### config.mk
export PLATFORM = sky130hd
export DESIGN_NAME = regset_arbiter_flat
export DESIGN_NICKNAME = d
export VERILOG_FILES = /design/src/rtl/regset_arbiter_if.sv /design/src/rtl/regset_arbiter.sv /design/src/flat_wrapper.sv
export SDC_FILE = /design/constraint.sdc
export NUM_CORES = 1
export LEC_CHECK = 0
export ABC_AREA = 0
export CORE_MARGIN = 5
export CORE_UTILIZATION = 38
export CTS_CLUSTER_SIZE = 25
export DETAILED_ROUTE_END_ITERATION = 7
export DONT_BUFFER_PORTS = 1
export HOLD_SLACK_MARGIN = 0.03
export REMOVE_ABC_BUFFERS = 1
export SKIP_CTS_REPAIR_TIMING = 1
export SYNTH_ARGS = -nofsm -noshare
export SYNTH_HDL_FRONTEND = slang
export SYNTH_SLANG_ARGS = --single-unit
### constraint.sdc
create_clock -name Clk -period 2 [get_ports Clk]
set_input_delay 0.5 -clock Clk [delete_from_list [all_inputs] [get_ports Clk]]
set_output_delay 0.5 -clock Clk [all_outputs]
set_load 0.02 [all_outputs]
### src/rtl/regset_arbiter_if.sv
// Bus between the two requesters, the arbiter and the 8 x 4-bit regset.
interface regset_arbiter_if #(
    parameter int DW = 4,
    parameter int AW = 3
);
    logic          Req0, Wr0, Gnt0, Done0;
    logic [AW-1:0] Addr0;
    logic [DW-1:0] Wdata0, Rdata0;
    logic          Req1, Wr1, Gnt1, Done1;
    logic [AW-1:0] Addr1;
    logic [DW-1:0] Wdata1, Rdata1;
    logic          RS_RW;
    logic [AW-1:0] RS_Address;
    logic [DW-1:0] RS_Data_in, RS_Data_out;

    // arbiter side
    modport slave (
        input  Req0, Wr0, Addr0, Wdata0, Req1, Wr1, Addr1, Wdata1, RS_Data_out,
        output Gnt0, Done0, Rdata0, Gnt1, Done1, Rdata1, RS_RW, RS_Address, RS_Data_in
    );

    // requesters / regset side
    modport master (
        output Req0, Wr0, Addr0, Wdata0, Req1, Wr1, Addr1, Wdata1, RS_Data_out,
        input  Gnt0, Done0, Rdata0, Gnt1, Done1, Rdata1, RS_RW, RS_Address, RS_Data_in
    );
endinterface

### src/rtl/regset_arbiter.sv
// Two-requester round-robin arbiter and access sequencer for the negedge regset.
// One access per two cycles: grant edge -> ACC cycle (regset acts on its negedge)
// -> completion edge (Done pulse, read capture).
module regset_arbiter #(
    parameter int DW = 4,
    parameter int AW = 3
) (
    input  logic            Clk,
    input  logic            Rst,
    regset_arbiter_if.slave bus
);
    typedef enum logic {IDLE, ACC} state_t;

    state_t        state, state_nxt;
    logic          last;      // 1 = requester 1 was granted last
    logic          cur;       // current owner
    logic          wr_q;
    logic [AW-1:0] addr_q;
    logic [DW-1:0] wdata_q;
    logic          done0_q, done1_q;
    logic [DW-1:0] rdata0_q, rdata1_q;
    logic          any_req, pick1;

    // Winner select: a lone requester wins, a tie goes to the one not served last
    always_comb begin
        any_req = bus.Req0 | bus.Req1;
        pick1   = bus.Req1 & (~bus.Req0 | ~last);
    end

    // State register
    always_ff @(posedge Clk or posedge Rst) begin
        if (Rst) state <= IDLE;
        else     state <= state_nxt;
    end

    // Next state: ACC always lasts exactly one cycle
    always_comb begin
        state_nxt = state;
        case (state)
            IDLE:    if (any_req) state_nxt = ACC;
            ACC:     state_nxt = IDLE;
            default: state_nxt = IDLE;
        endcase
    end

    // Command latch: fields are sampled only on the grant edge and held afterwards
    always_ff @(posedge Clk or posedge Rst) begin
        if (Rst) begin
            last    <= 1'b1;
            cur     <= 1'b0;
            wr_q    <= 1'b0;
            addr_q  <= '0;
            wdata_q <= '0;
        end else if (state == IDLE && any_req) begin
            cur     <= pick1;
            last    <= pick1;
            wr_q    <= pick1 ? bus.Wr1    : bus.Wr0;
            addr_q  <= pick1 ? bus.Addr1  : bus.Addr0;
            wdata_q <= pick1 ? bus.Wdata1 : bus.Wdata0;
        end
    end

    // Completion: Done pulse and read capture on the edge leaving ACC
    always_ff @(posedge Clk or posedge Rst) begin
        if (Rst) begin
            done0_q  <= 1'b0;
            done1_q  <= 1'b0;
            rdata0_q <= '0;
            rdata1_q <= '0;
        end else begin
            done0_q <= (state == ACC) & ~cur;
            done1_q <= (state == ACC) &  cur;
            if (state == ACC && !wr_q) begin
                if (cur) rdata1_q <= bus.RS_Data_out;
                else     rdata0_q <= bus.RS_Data_out;
            end
        end
    end

    // Outputs: RW drops to 0 only inside a write's ACC cycle, so reset clears it at once
    always_comb begin
        bus.Gnt0       = (state == ACC) & ~cur;
        bus.Gnt1       = (state == ACC) &  cur;
        bus.Done0      = done0_q;
        bus.Done1      = done1_q;
        bus.Rdata0     = rdata0_q;
        bus.Rdata1     = rdata1_q;
        bus.RS_RW      = ~((state == ACC) & wr_q);
        bus.RS_Address = addr_q;
        bus.RS_Data_in = wdata_q;
    end
endmodule

### src/flat_wrapper.sv
// flat-port wrapper written by rule: the top's interface ports become plain ports
module regset_arbiter_flat 
#(
    parameter int DW = 4,
    parameter int AW = 3
)
  (Clk, Rst, bus_Req0, bus_Wr0, bus_Addr0, bus_Wdata0, bus_Req1, bus_Wr1, bus_Addr1, bus_Wdata1, bus_RS_Data_out, bus_Gnt0, bus_Done0, bus_Rdata0, bus_Gnt1, bus_Done1, bus_Rdata1, bus_RS_RW, bus_RS_Address, bus_RS_Data_in);
  regset_arbiter_if #(.DW(DW), .AW(AW)) bus_i ();
  input  logic Clk;
  input  logic Rst;
  input wire logic [$bits(bus_i.Req0)-1:0] bus_Req0;
  input wire logic [$bits(bus_i.Wr0)-1:0] bus_Wr0;
  input wire logic [$bits(bus_i.Addr0)-1:0] bus_Addr0;
  input wire logic [$bits(bus_i.Wdata0)-1:0] bus_Wdata0;
  input wire logic [$bits(bus_i.Req1)-1:0] bus_Req1;
  input wire logic [$bits(bus_i.Wr1)-1:0] bus_Wr1;
  input wire logic [$bits(bus_i.Addr1)-1:0] bus_Addr1;
  input wire logic [$bits(bus_i.Wdata1)-1:0] bus_Wdata1;
  input wire logic [$bits(bus_i.RS_Data_out)-1:0] bus_RS_Data_out;
  output wire logic [$bits(bus_i.Gnt0)-1:0] bus_Gnt0;
  output wire logic [$bits(bus_i.Done0)-1:0] bus_Done0;
  output wire logic [$bits(bus_i.Rdata0)-1:0] bus_Rdata0;
  output wire logic [$bits(bus_i.Gnt1)-1:0] bus_Gnt1;
  output wire logic [$bits(bus_i.Done1)-1:0] bus_Done1;
  output wire logic [$bits(bus_i.Rdata1)-1:0] bus_Rdata1;
  output wire logic [$bits(bus_i.RS_RW)-1:0] bus_RS_RW;
  output wire logic [$bits(bus_i.RS_Address)-1:0] bus_RS_Address;
  output wire logic [$bits(bus_i.RS_Data_in)-1:0] bus_RS_Data_in;
  assign bus_i.Req0 = bus_Req0;
  assign bus_i.Wr0 = bus_Wr0;
  assign bus_i.Addr0 = bus_Addr0;
  assign bus_i.Wdata0 = bus_Wdata0;
  assign bus_i.Req1 = bus_Req1;
  assign bus_i.Wr1 = bus_Wr1;
  assign bus_i.Addr1 = bus_Addr1;
  assign bus_i.Wdata1 = bus_Wdata1;
  assign bus_i.RS_Data_out = bus_RS_Data_out;
  assign bus_Gnt0 = bus_i.Gnt0;
  assign bus_Done0 = bus_i.Done0;
  assign bus_Rdata0 = bus_i.Rdata0;
  assign bus_Gnt1 = bus_i.Gnt1;
  assign bus_Done1 = bus_i.Done1;
  assign bus_Rdata1 = bus_i.Rdata1;
  assign bus_RS_RW = bus_i.RS_RW;
  assign bus_RS_Address = bus_i.RS_Address;
  assign bus_RS_Data_in = bus_i.RS_Data_in;
  regset_arbiter #(.DW(DW), .AW(AW)) u_core (.Clk(Clk), .Rst(Rst), .bus(bus_i));
endmodule
# [After elaboration in Yosys (flattened, before gate mapping)]
# Cells that the tools add are included.
[word_totals] reg_bits=21 latchBits=0 ramBits=0 romBits=0 out_inout_bits=20 wordCells=31 mem_count=0
[classes] add_sub_neg=0 n_mul=0 div_mod_pow=0 magnitude_cmp=0 eq_ne=0 n_shift=0 n_mux=5 bitwise=11 n_reduce_logical=5
[op_table] operator="NOT 1 bit" n=5
[op_table] operator="AND 1 bit" n=4
[op_table] operator="2-to-1 mux 4 bit" n=1
[op_table] operator="AND reduction 2 bit" n=2
[op_table] operator="2-to-1 mux 3 bit" n=1
[op_table] operator="logical AND 1 bit" n=2
[op_table] operator="2-to-1 mux 1 bit" n=2
[op_table] operator="bitwise OR 1 bit" n=2
[op_table] operator="case mux 1 bit (2 select lines)" n=1
[op_table] operator="logical NOT 1 bit" n=1

# [Logic depth before layout (Yosys ltp)]
# Gate-level depths: netlist (run 1).
[logic_depth] word_depth=4 ltp_mapped=4 depth_no_buf=3

# [Worst setup path after synthesis (run 1)]
# OpenSTA, ideal clock, no wires.
[synth_path] path_type="reg2out" start="reg u_core.state" end="out bus_Gnt0" arrival_time_ps=778 setup_slack_ps=722 path_stages_with_launch=3 path_buffers=0 path_cell_list="dfrtp_1 > inv_2 > nor2_1"
[synth_via] elab_chain_cells=1
[synth_rtl] item="start: declaration" line_no="regset_arbiter.sv:14" text="state_t state, state_nxt;"
[synth_rtl] item="start signal: assignment" line_no="regset_arbiter.sv:33" text="else state <= state_nxt;"
[synth_rtl] item="AND 1 bit" line_no="regset_arbiter.sv:82" text="bus.Gnt0 = (state == ACC) & ~cur;"
[synth_rtl] item="end: declaration" line_no="flat_wrapper.sv:20" text="output wire logic [$bits(bus_i.Gnt0)-1:0] bus_Gnt0;"
# Every way passes these cells.

# [Worst setup path in the final report (run 1)]
# Ends and elaborated chain as after synthesis.

==> results of run 1 <==
==> power groups by stage <==
stage / clock network [uW] / logic [uW] / registers, uW
after floorplan: 0 / 224 / 805
after global placement: 0 / 248 / 834
after detailed placement: 0 / 257 / 840
after CTS: 208 / 258 / 832
after global routing: 224 / 281 / 847
final: 198 / 252 / 826
==> per-stage QoR <==
step                cell area [um^2]  setup WS [ps]  util (%)  hold slack, ps
CTS                              947            299      42.0            49.7
global placement                 921            678      40.8             396
finish                           947            325      42.0            53.6
floorplan                        878            722         -             476
detailed placement               921            653      40.8             389
global route                     947            241      42.0            54.5
==> flip-flops by register name, indices dropped and copies added, names as in the netlist <==
name	cells
u_core.last	1
u_core.bus.Rdata0	4
u_core.bus.Rdata1	4
u_core.bus.RS_Data_in	4
u_core.bus.Done0	1
u_core.cur	1
u_core.wr_q	1
u_core.bus.Done1	1
u_core.state	1
u_core.bus.RS_Address	3
==> final cells by class <==
cell class              instances  area [um^2]
inverters                       3         11.3
multi-input cells              51          340
clock buffers                   4         26.3
well taps                      28         35.0
fillers                       233         1310
repair buffers                  1         7.51
flip-flops and latches         21          527
==> worst max-delay path by stage <==
stage / startpoint / end / slack (ps) / cells past startpoint
global route: u_core.state / bus_Gnt0 / 240 / 2
floorplan: u_core.state / bus_Gnt0 / 720 / 2
finish: u_core.state / bus_Gnt0 / 320 / 2
detailed placement: u_core.state / bus_Gnt0 / 650 / 2
global placement: u_core.state / bus_Gnt0 / 680 / 2
CTS: u_core.state / bus_Gnt0 / 300 / 2
==> per-layer routing <==
| metal | share of wire [%] | GRT usage (%) | wire (um) | vias up |
|---|---|---|---|---|
| li1 | - | - | - | 269 |
| met1 | 39 | 12.1 | 686 | 257 |
| met2 | 44 | 16.4 | 769 | 37 |
| met3 | 17 | 8.33 | 305 | 0 |
| met4 | 0 | 0.971 | 0 | 0 |
| met5 | 0 | 0 | 0 | - |
==> cell usage in the layout, fill, tap and decap left out, types with 2 or more instances in the layout <==
cell type	count
sky130_fd_sc_hd__a31oi_1	9
sky130_fd_sc_hd__clkbuf_4	3
sky130_fd_sc_hd__dfrtp_1	20
sky130_fd_sc_hd__inv_1	2
sky130_fd_sc_hd__mux2_2	4
sky130_fd_sc_hd__mux2_4	4
sky130_fd_sc_hd__nand2_1	17
sky130_fd_sc_hd__nor2_1	9
==> cells by family after synthesis <==
logic type / Yosys count / share of synthesized area, %
buffers and inverters: 6 / 4.68
AO/OA/AOI/OAI: 14 / 10.9
AND/OR/NAND/NOR: 29 / 15.0
multiplexers: 8 / 11.6
flip-flops: 21 / 57.9
==> synthesized netlist by cell type <==
cell type	instances	area, um^2
sky130_fd_sc_hd__a21bo_2	1	10.0
sky130_fd_sc_hd__a21boi_2	1	11.3
sky130_fd_sc_hd__a21oi_1	1	5.00
sky130_fd_sc_hd__a31oi_1	9	56.3
sky130_fd_sc_hd__and2_4	1	8.76
sky130_fd_sc_hd__buf_6	1	11.3
sky130_fd_sc_hd__buf_8	1	15.0
sky130_fd_sc_hd__clkbuf_2	1	5.00
sky130_fd_sc_hd__dfrtp_1	20	500
sky130_fd_sc_hd__dfstp_2	1	26.3
sky130_fd_sc_hd__inv_1	2	7.51
sky130_fd_sc_hd__inv_2	1	3.75
sky130_fd_sc_hd__mux2_2	4	45.0
sky130_fd_sc_hd__mux2_4	4	60.1
sky130_fd_sc_hd__nand2_1	17	63.8
sky130_fd_sc_hd__nand2b_4	1	13.8
sky130_fd_sc_hd__nor2_1	9	33.8
sky130_fd_sc_hd__nor3_4	1	16.3
sky130_fd_sc_hd__o21ba_1	1	10.0
sky130_fd_sc_hd__o22ai_1	1	6.26
==> critical path: cells and delay by family (launching register included) <==
kind / cells / cell delay [ps]
DFF: 1 / 430
buffers and inverters: 1 / 80
and+or+nand+nor: 1 / 370
==> flow_metrics.tcl, run 1 <==
set metrics [dict create \
    share_seq_of_total_power_pct 64.7 \
    numPlacedInstances 104 \
    fin_nets 105 \
    final_min_period_ps 1680 \
    cp_max_fo 5 \
    max-cap-violations 0 \
    total_via_count_in_the_routed_design 563 \
    timing.setup.tns_ps 0 \
    power.internal_uw 785 \
    drt_pass1_iterations 3 \
    post_route_cells_drive_above_1_share_pct 23.8 \
    worst_ep_required_time_ps 1500 \
    cts_sinks 21 \
    synthToLayoutAreaGrowth_pct 4.13 \
    floorplan.die.width_um 58.9 \
    netSwitchingFraction_pct 38.5 \
    drt_first_iter_violations 14 \
    timing_worst_slew_pin_value_ps 547 \
    report.power.total_uw 1280 \
    rr_endpoint "u_core.bus.RS_Address[0]" \
    worst-endpoint-arrival_ps 1180 \
    tritoncts.num_buffers 3 \
    rsz0062_at_grt "no" \
    post_synth_inst_count 78 \
    synth.lib_cells_used.distinct 20 \
    grt_pass1_wl_mm 2.79 \
    std_cell_rows 17 \
    routability_congestion_estimate 0.669 \
    first_global_vias 604 \
    clkSlewWorstSetupHoldPaths_ps 110 \
    post-route-period-util_pct 83.8 \
    syn-cell-area_um2 910 \
    irDropWorstVdd_uv 583 \
    clock_tree.buffer_depth 2 \
    cts_tree "yes" \
    cp-start-kind "register" \
    timing.rr.start "u_core.state" \
    switchingPower_uw 491 \
    worst_hold_path_type "in -> async" \
    power_frac_comb_pct 19.8 \
    ff2ff_setup_slack_ps 660 \
    antenna_cells 0 \
    initial_utilization_pct 40.3 \
    worstSetupPathType "reg -> out" \
    clockRootBuffer "sky130_fd_sc_hd__clkbuf_4" \
    critPathCaptureType "primary output" \
    globalRouteTotalUtil_pct 10.6 \
    fp.dieH_um 58.9 \
    globalRouteOverflowTotal 0 \
    placeableCoreArea_mm2 0.00225 \
    slew_violations 0 \
    yosysSeqAreaShare_pct 57.9 \
    drcViolationCount 0 \
    clk_latency_ps 300 \
    skew_ps 5.36 \
    io_buffers 0 \
    initial_antenna_violation_count 0 \
    synth_seq_cells 21 \
    finalWirelength_mm 1.76 \
    outcome "finished clean" \
    dieArea_mm2 0.00347 \
    timing.critical_path.slowest_stage_cell "sky130_fd_sc_hd__dfrtp_1" \
    cp_slowest_stage_delay_ps 430 \
    leakage_uw 0.000430 \
    syn_area_per_cell_um2 11.7 \
    setup_viol 0 \
    crit_chain "inv_2 -> nor2_1" \
    detailed_place_hpwl_mm 1.39 \
    cts-htree-levels 1 \
    instances_no_fill 108 \
    achievable-frequency_ghz 0.597 \
    worst-r2r-cell-count 3 \
    vias_per_cell 5.21 \
    route.antenna.remaining_nets 0 \
    synth.yosys.warnings 0 \
    max_slew_margin_pct 63.5 \
    wire_length_per_cell_after_detailed_routing_um 16.3 \
    finalHoldViolations 0 \
    power_density_mw_per_mm2 1350 \
    clockPowerShare_pct 15.5 \
    grt_start_max_net_pins 19 \
    pin_count 44 \
]
(Power assumes the default switching activity.)
==> run 2, diff against run 1 <==
- clock period: 2 -> 1.72 ns (I/O delays scaled with it)
==> flow_metrics.tcl, run 2 (synthesized netlist as in run 1, its figures left out) <==
set metrics [dict create \
    outcome "finished clean" \
    clock_tree.buffer_depth 2 \
    timing.setup.tns_ps 0 \
    most_frequent_standard_cell_in_the_layout_excluding_fill_and_tap_cells "sky130_fd_sc_hd__dfrtp_1" \
    finalHoldViolations 0 \
    drcViolationCount 0 \
    achievable-frequency_ghz 0.613 \
    cp-start-kind "register" \
    globalRouteTotalUtil_pct 10.5 \
    cts-htree-levels 1 \
    most-common-layout-cells "20 x sky130_fd_sc_hd__dfrtp_1, 17 x sky130_fd_sc_hd__nand2_1, 9 x sky130_fd_sc_hd__nor2_1, 9 x sky130_fd_sc_hd__a31oi_1" \
    ff2ff_setup_slack_ps 380 \
    setup_ws_ps 88.4 \
    worst_hold_path_type "in -> reg" \
    vias_per_cell 5.24 \
    final_area_um2 957 \
    dieArea_mm2 0.00347 \
    clk_latency_ps 300 \
    detailed_place.area_um2 921 \
    preCtsSetupSlack_ps 391 \
    post-route-period-util_pct 94.9 \
    post_route_cells_drive_above_1_share_pct 23.5 \
    cp_max_fo 5 \
    cts_sinks 21 \
    worst_hold_startpoint "bus_Req0" \
    synthToLayoutAreaGrowth_pct 5.23 \
    floorplan.die.width_um 58.9 \
    placeableCoreArea_mm2 0.00225 \
    detailed_place_hpwl_mm 1.41 \
    worst-endpoint-arrival_ps 1200 \
    irDropWorstVdd_uv 868 \
    clkSlewWorstSetupHoldPaths_ps 110 \
    worst-r2r-cell-count 3 \
    worstSetupPathType "reg -> out" \
    slew_violations 0 \
    rsz0062_at_grt "no" \
    worst_hold_path.endpoint "u_core.last" \
    cp_slowest_stage_delay_ps 440 \
    std_cell_rows 17 \
    finalWirelength_mm 1.79 \
    drt_first_iter_violations 7 \
    leakage_uw 0.000434 \
    drt_pass1_iterations 2 \
    io_buffers 0 \
    grt_start_max_net_pins 19 \
    timing.critical_path.slowest_stage_cell "sky130_fd_sc_hd__dfrtp_1" \
    max_slew_margin_pct 63.7 \
    fillers 240 \
    fp.dieH_um 58.9 \
    final_min_period_ps 1630 \
    power_density_mw_per_mm2 1550 \
    tritoncts.num_buffers 3 \
    fin_nets 106 \
    total_via_count_in_the_routed_design 571 \
    rr_endpoint "u_core.bus.RS_Address[0]" \
    critPathCaptureType "primary output" \
    worst_ep_required_time_ps 1290 \
    initial_antenna_violation_count 0 \
    max-cap-violations 0 \
    skew_ps 7.27 \
    grt_pass1_wl_mm 2.75 \
    setup_viol 0 \
    routability_congestion_estimate 0.672 \
    route.antenna.remaining_nets 0 \
    cts_tree "yes" \
    antenna_cells 0 \
    clockRootBuffer "sky130_fd_sc_hd__clkbuf_4" \
    timing_worst_slew_pin_value_ps 544 \
    hold_path_depth 1 \
    first_global_vias 627 \
    crit_chain "inv_2 -> nor2_1" \
    pin_count 44 \
    globalRouteOverflowTotal 0 \
    wire_length_per_cell_after_detailed_routing_um 16.4 \
    timing.rr.start "u_core.state" \
    initial_utilization_pct 40.3 \
]
[run 2: changes by cell type in the layout (fill, tap and decap cells not counted)]
cell and delta:
sky130_fd_sc_hd__dlygate4sd3_1 +1
[run 2: metal layers]
metal	track usage (%)	vias up	part of all wire, %
met5	0	-	0
met4	1.94	0	0
met3	7.46	0	18
met2	18.1	37	46
met1	10.3	263	36
li1	-	271	-
[run 2: critical path, delay by kind of cell, from the launching register on]
kind	cells	cell delay, ps
flops	1	440
buf+inv	1	90
simple gates	1	370
[run 2: worst max-delay path by stage]
stage	startpoint	end	slack, ps	depth (start not counted)
2_1_floorplan	u_core.state	bus_Gnt0	510	2
3_3_place_gp	u_core.state	u_core.bus.RS_Data_in[0]	450	3
3_5_place_dp	u_core.state	u_core.bus.RS_Address[0]	390	3
4_1_cts	u_core.state	bus_Gnt0	70	2
5_1_grt	u_core.state	bus_Gnt0	40	2
6_report	u_core.state	bus_Gnt0	90	2
[run 2: area by class of cell]
type	instances	area (um^2)	area share, %
sequential	21	527	55.0
multi-input combinational	51	340	35.6
tap	28	35.0	3.66
clock buffer	4	26.3	2.75
inverter	3	11.3	1.18
timing repair buffer	2	17.5	1.83
[run 2: metrics by stage]
stage | cells | power (uW) | util [%] | hold slack [ps]
3_3_place_gp | 104 | 1260 | 40.8 | 325
6_report | 109 | 1490 | 42.5 | 183
4_1_cts | 108 | 1510 | 42.0 | -4.96
5_1_grt | 109 | 1570 | 42.5 | 167
2_1_floorplan | 75 | 1200 | - | 406
3_5_place_dp | 104 | 1280 | 40.8 | 330
[run 2: power by group]
group          total (uW)  internal, uW  switching, uW
Sequential            961           658            303
Combinational         295           166            129
Clock                 231          90.4            141
Total                1490           915            572
==> RTL change 1: new RTL, config.mk and constraints of run 2 <==
`DW` is set to 4 in 3 places; all go to 3.
--- a/src/rtl/regset_arbiter_if.sv
+++ b/src/rtl/regset_arbiter_if.sv
@@ -1,6 +1,6 @@
 // Bus between the two requesters, the arbiter and the 8 x 4-bit regset.
 interface regset_arbiter_if #(
-    parameter int DW = 4,
+    parameter int DW = 3,
     parameter int AW = 3
 );
     logic          Req0, Wr0, Gnt0, Done0;
--- a/src/rtl/regset_arbiter.sv
+++ b/src/rtl/regset_arbiter.sv
@@ -2,7 +2,7 @@
 // One access per two cycles: grant edge -> ACC cycle (regset acts on its negedge)
 // -> completion edge (Done pulse, read capture).
 module regset_arbiter #(
-    parameter int DW = 4,
+    parameter int DW = 3,
     parameter int AW = 3
 ) (
     input  logic            Clk,
--- a/src/flat_wrapper.sv
+++ b/src/flat_wrapper.sv
@@ -1,7 +1,7 @@
 // flat-port wrapper written by rule: the top's interface ports become plain ports
 module regset_arbiter_flat 
 #(
-    parameter int DW = 4,
+    parameter int DW = 3,
     parameter int AW = 3
 )
   (Clk, Rst, bus_Req0, bus_Wr0, bus_Addr0, bus_Wdata0, bus_Req1, bus_Wr1, bus_Addr1, bus_Wdata1, bus_RS_Data_out, bus_Gnt0, bus_Done0, bus_Rdata0, bus_Gnt1, bus_Done1, bus_Rdata1, bus_RS_RW, bus_RS_Address, bus_RS_Data_in);
Interface: changed (6 resized); port bits go from 44 to 38. No check against the original RTL was run, so the function may have changed too.
==> RTL change 1 against run 2 <==
  * Critical path type unchanged
  * Cell count decreased by 11%
  * Total power shrank 14%
  * Die area shrank 11%
  * Area after synthesis down 14%
  * Maximum frequency rose by 12%
  * Register-to-register slack lost 0.02 ns
  * Sequential cell count decreased by 3
  * Sequential share of layout area rose by 0.17 points
  * Highest routed layer unchanged
  * Routed wire length fell by 14%
  * Cell area shrank 15%
  * Worst setup slack improved by 0.17 ns
==> RTL change 1: results (changes against run 2) <==
- 518 — vias in the first global route, -17%
- 0.000774 V — largest voltage drop on the vdd net, -11%
- 0.381 ns — Worst Setup Slack post-DPL, -0.00945 ns
- 0.36 ns — register-to-register setup slack, -0.02 ns
- 8.61% — multiplexer share of the synthesized area, -2.9 points
- u_core.bus.Rdata0[0]$_DFFE_PP0P_ — R2R Path End
- 782 sq um — instance area at placement, -15%
- 0.261 ns — setup ws final, +0.172 ns
- finished clean — run status
- 15.0% — met2 global-route usage, -3.1 points
- 0.638 — gp weighted congestion, -5.2%
- 5 — DRT iter0 DRCs, -2
- 7.93% — met3 usage, +0.47 points
- 17 x dfrtp_1, 15 x nand2_1, 8 x a31oi_1, 6 x mux2_2, 6 x nor2_1 — ranking of synthesized cells by instance count
- 0.00139 ns — Fin Clk Skew, -0.00588 ns
- 92 — final-stage net count, -13%
- 25.7% — fraction of layout cells with a size suffix above 1, +2.3 points
- 11.8% — post-synthesis compound-gate area fraction, +0.94 points
- 506 — vias, -11%
- in2async — type of the most critical hold path
- 93 — count of placed standard cells including taps, -11%
- 285 sq um — multi-input gate area in the final layout, -16%
- 0.117 ns — worst hold slack after final layout, -0.0654 ns
- 57.6% — sequential cell area fraction in the yosys report, -0.33 points
- 2450 um — wire length of the first global-routing pass, -11%
- 10.0% — total routing resource utilization after global routing, -0.50 points
- 6 — CP Max Fanout, +1
- 0.359 nW — leakage dissipation, -17%
- bus_Gnt1 — last element of the critical path
- 1530 um — final wirelength, -14%
- 11.4 sq um — synthesized area divided by synthesized cell count, -2.5%
[RTL change 1: cell count changes after synthesis, moves of 2 or more]
cell	run 2	this run
mux2_4	4	0
nand2_1	17	15
nor2_1	9	6
mux2_2	4	6
dfrtp_1	20	17
[RTL change 1: routing by layer]
layer  part of all wire, %  routed length (um)
met5                     0                   0
met4                     0                   0
met3                    15                 232
met2                    46                 711
met1                    38                 589
[RTL change 1: logic make-up after synthesis]
kind of cell    Yosys count
simple gates             26
flops                    18
compound gates           13
mux                       6
buf+inv                   6
[RTL change 1: final cells by class]
class	instances	share of cell area [%]
inverter	3	1.38
multi-input combinational	45	34.9
sequential	18	55.2
tap	27	4.13
clock buffer	4	4.43
[RTL change 1: power by group]
group | switching (mW) | internal (mW)
Clock | 0.131 | 0.129
Sequential | 0.235 | 0.559
Combinational | 0.107 | 0.115
Total | 0.473 | 0.803
==> RTL change 2: new RTL, config.mk and constraints of run 2 <==
Without the edit above. Reset style: synchronous (`Rst`), changed in 3 clocked blocks.
--- a/src/rtl/regset_arbiter.sv
+++ b/src/rtl/regset_arbiter.sv
@@ -28,7 +28,7 @@
     end
 
     // State register
-    always_ff @(posedge Clk or posedge Rst) begin
+    always_ff @(posedge Clk) begin
         if (Rst) state <= IDLE;
         else     state <= state_nxt;
     end
@@ -44,7 +44,7 @@
     end
 
     // Command latch: fields are sampled only on the grant edge and held afterwards
-    always_ff @(posedge Clk or posedge Rst) begin
+    always_ff @(posedge Clk) begin
         if (Rst) begin
             last    <= 1'b1;
             cur     <= 1'b0;
@@ -61,7 +61,7 @@
     end
 
     // Completion: Done pulse and read capture on the edge leaving ACC
-    always_ff @(posedge Clk or posedge Rst) begin
+    always_ff @(posedge Clk) begin
         if (Rst) begin
             done0_q  <= 1'b0;
             done1_q  <= 1'b0;
Formal check against the unedited RTL: differs if Rst is asserted again (counterexample within 4 cycles, from zero or initial values and one cycle with Rst high); with Rst held inactive, the same outputs for 10 cycles.
==> RTL change 2 against run 2 <==
  * Count of clock-buffer cells in the layout unchanged
  * Via count increased by 11%
  * Die area unchanged
  * Area after synthesis unchanged
  * Worst setup slack improved by 0.082 ns
  * Sequential cell count unchanged
  * Routed wire length increased by 6.5%
  * Global-route usage increased by 1.4 points
  * Cell area decreased by 2.0%
  * Critical path type unchanged
Power is not compared: it rests on default switching activity, and its combinational part moved more than twofold at a synthesized area within 25%.
==> RTL change 2: results (changes against run 2) <==
- finished clean — run status
- 22 — pin count of the biggest net entering global routing, +3
- dfxtp_1 — most instantiated flip-flop cell in the synthesis netlist
- 686 — vias in the first global route, +9.4%
- u_core.state$_SDFF_PP0_ — Critical R2R Launch
- 2.80% — portion of the layout cell area used by clock cells, +0.055 points
- 0 — Signal inverters, -3
- 169 um — detailed route wirelength on metal3, -47%
- 457 sq um — multi-input gate area in the final layout, +34%
- 65 — multi-input combinational cell count, +27%
- 0 — number of signal-net buffers in the layout, -2
- 21 x dfxtp_1, 18 x nor2_1, 9 x nand2_1 — ranking of synthesized cells by instance count
- 0.423 ns — Worst Setup Slack post-DPL, +0.0320 ns
- 1910 um — final wirelength, +6.5%
- 0.00398 ns — Fin Clk Skew, -0.00329 ns
- 21.1% — met2 global-route usage, +3.0 points
- 15 — DRT iter0 DRCs, +8
- u_core.bus.Rdata0[2]$_SDFFE_PP0P_ — R2R Path End
- 0.49 ns — register-to-register setup slack, +0.11 ns
- 8.80% — multiplexer share of the synthesized area, -2.8 points
- 0% — Non-clock buffering overhead, -1.8 points
- 114 — count of placed standard cells including taps, +9.6%
- 5.37 — number of vias per cell after detailed routing, +2.6%
- 1000 um — detailed route wirelength on metal2, +22%
- 11.9% — total routing resource utilization after global routing, +1.4 points
- 0.48 ns — peak per-stage delay on the critical path, +0.04 ns
- dfxtp_1 — critical-path cell with the highest stage delay
- 0.421 ns — transition at the pin with the smallest max-transition slack, -0.123 ns
- 1420 um — detailed placer's ending HPWL, +0.91%
-- RTL change 2: cell count changes in the layout (fill, tap and decap cells not counted), sizes merged, moves of 2 or more --
| cell | before | now |
|---|---|---|
| a211oi | 0 | 8 |
| mux2 | 8 | 0 |
| mux2i | 0 | 8 |
| dfrtp | 20 | 0 |
| nor2 | 9 | 18 |
| dfxtp | 0 | 21 |
| nand2 | 17 | 9 |
| nor2b | 0 | 3 |
| inv | 3 | 0 |
| nor3b | 0 | 2 |
| a21oi | 1 | 8 |
| a31oi | 9 | 0 |
-- RTL change 2: how the worst max path moves through the flow --
| stage | startpoint | end | slack [ns] | cells past startpoint |
|---|---|---|---|---|
| after global routing | u_core.state$_SDFF_PP0_ | bus_Gnt0 | 0.07 | 1 |
| final | u_core.state$_SDFF_PP0_ | bus_Gnt0 | 0.17 | 1 |
| after CTS | u_core.state$_SDFF_PP0_ | bus_Gnt0 | 0.06 | 1 |
| after global placement | u_core.state$_SDFF_PP0_ | bus_Gnt0 | 0.43 | 1 |
| after detailed placement | u_core.state$_SDFF_PP0_ | bus_Gnt0 | 0.42 | 1 |
| after floorplan | u_core.state$_SDFF_PP0_ | bus_Gnt0 | 0.50 | 1 |
-- RTL change 2: cell families after synthesis --
logic type	Yosys count
compound gates	22
flops	21
mux	8
simple gates	35
buf+inv	5
-- RTL change 2: metrics by stage --
step / utilization [%] / hold WS (ns) / area (sq um) / total power [mW]
2_1_floorplan: - / 0.495 / 875 / 0.692
3_3_place_gp: 40.3 / 0.498 / 910 / 0.712
3_5_place_dp: 40.3 / 0.499 / 910 / 0.717
4_1_cts: 41.5 / 0.158 / 936 / 0.961
5_1_grt: 41.6 / 0.137 / 938 / 0.999
6_report: 41.6 / 0.175 / 938 / 0.939
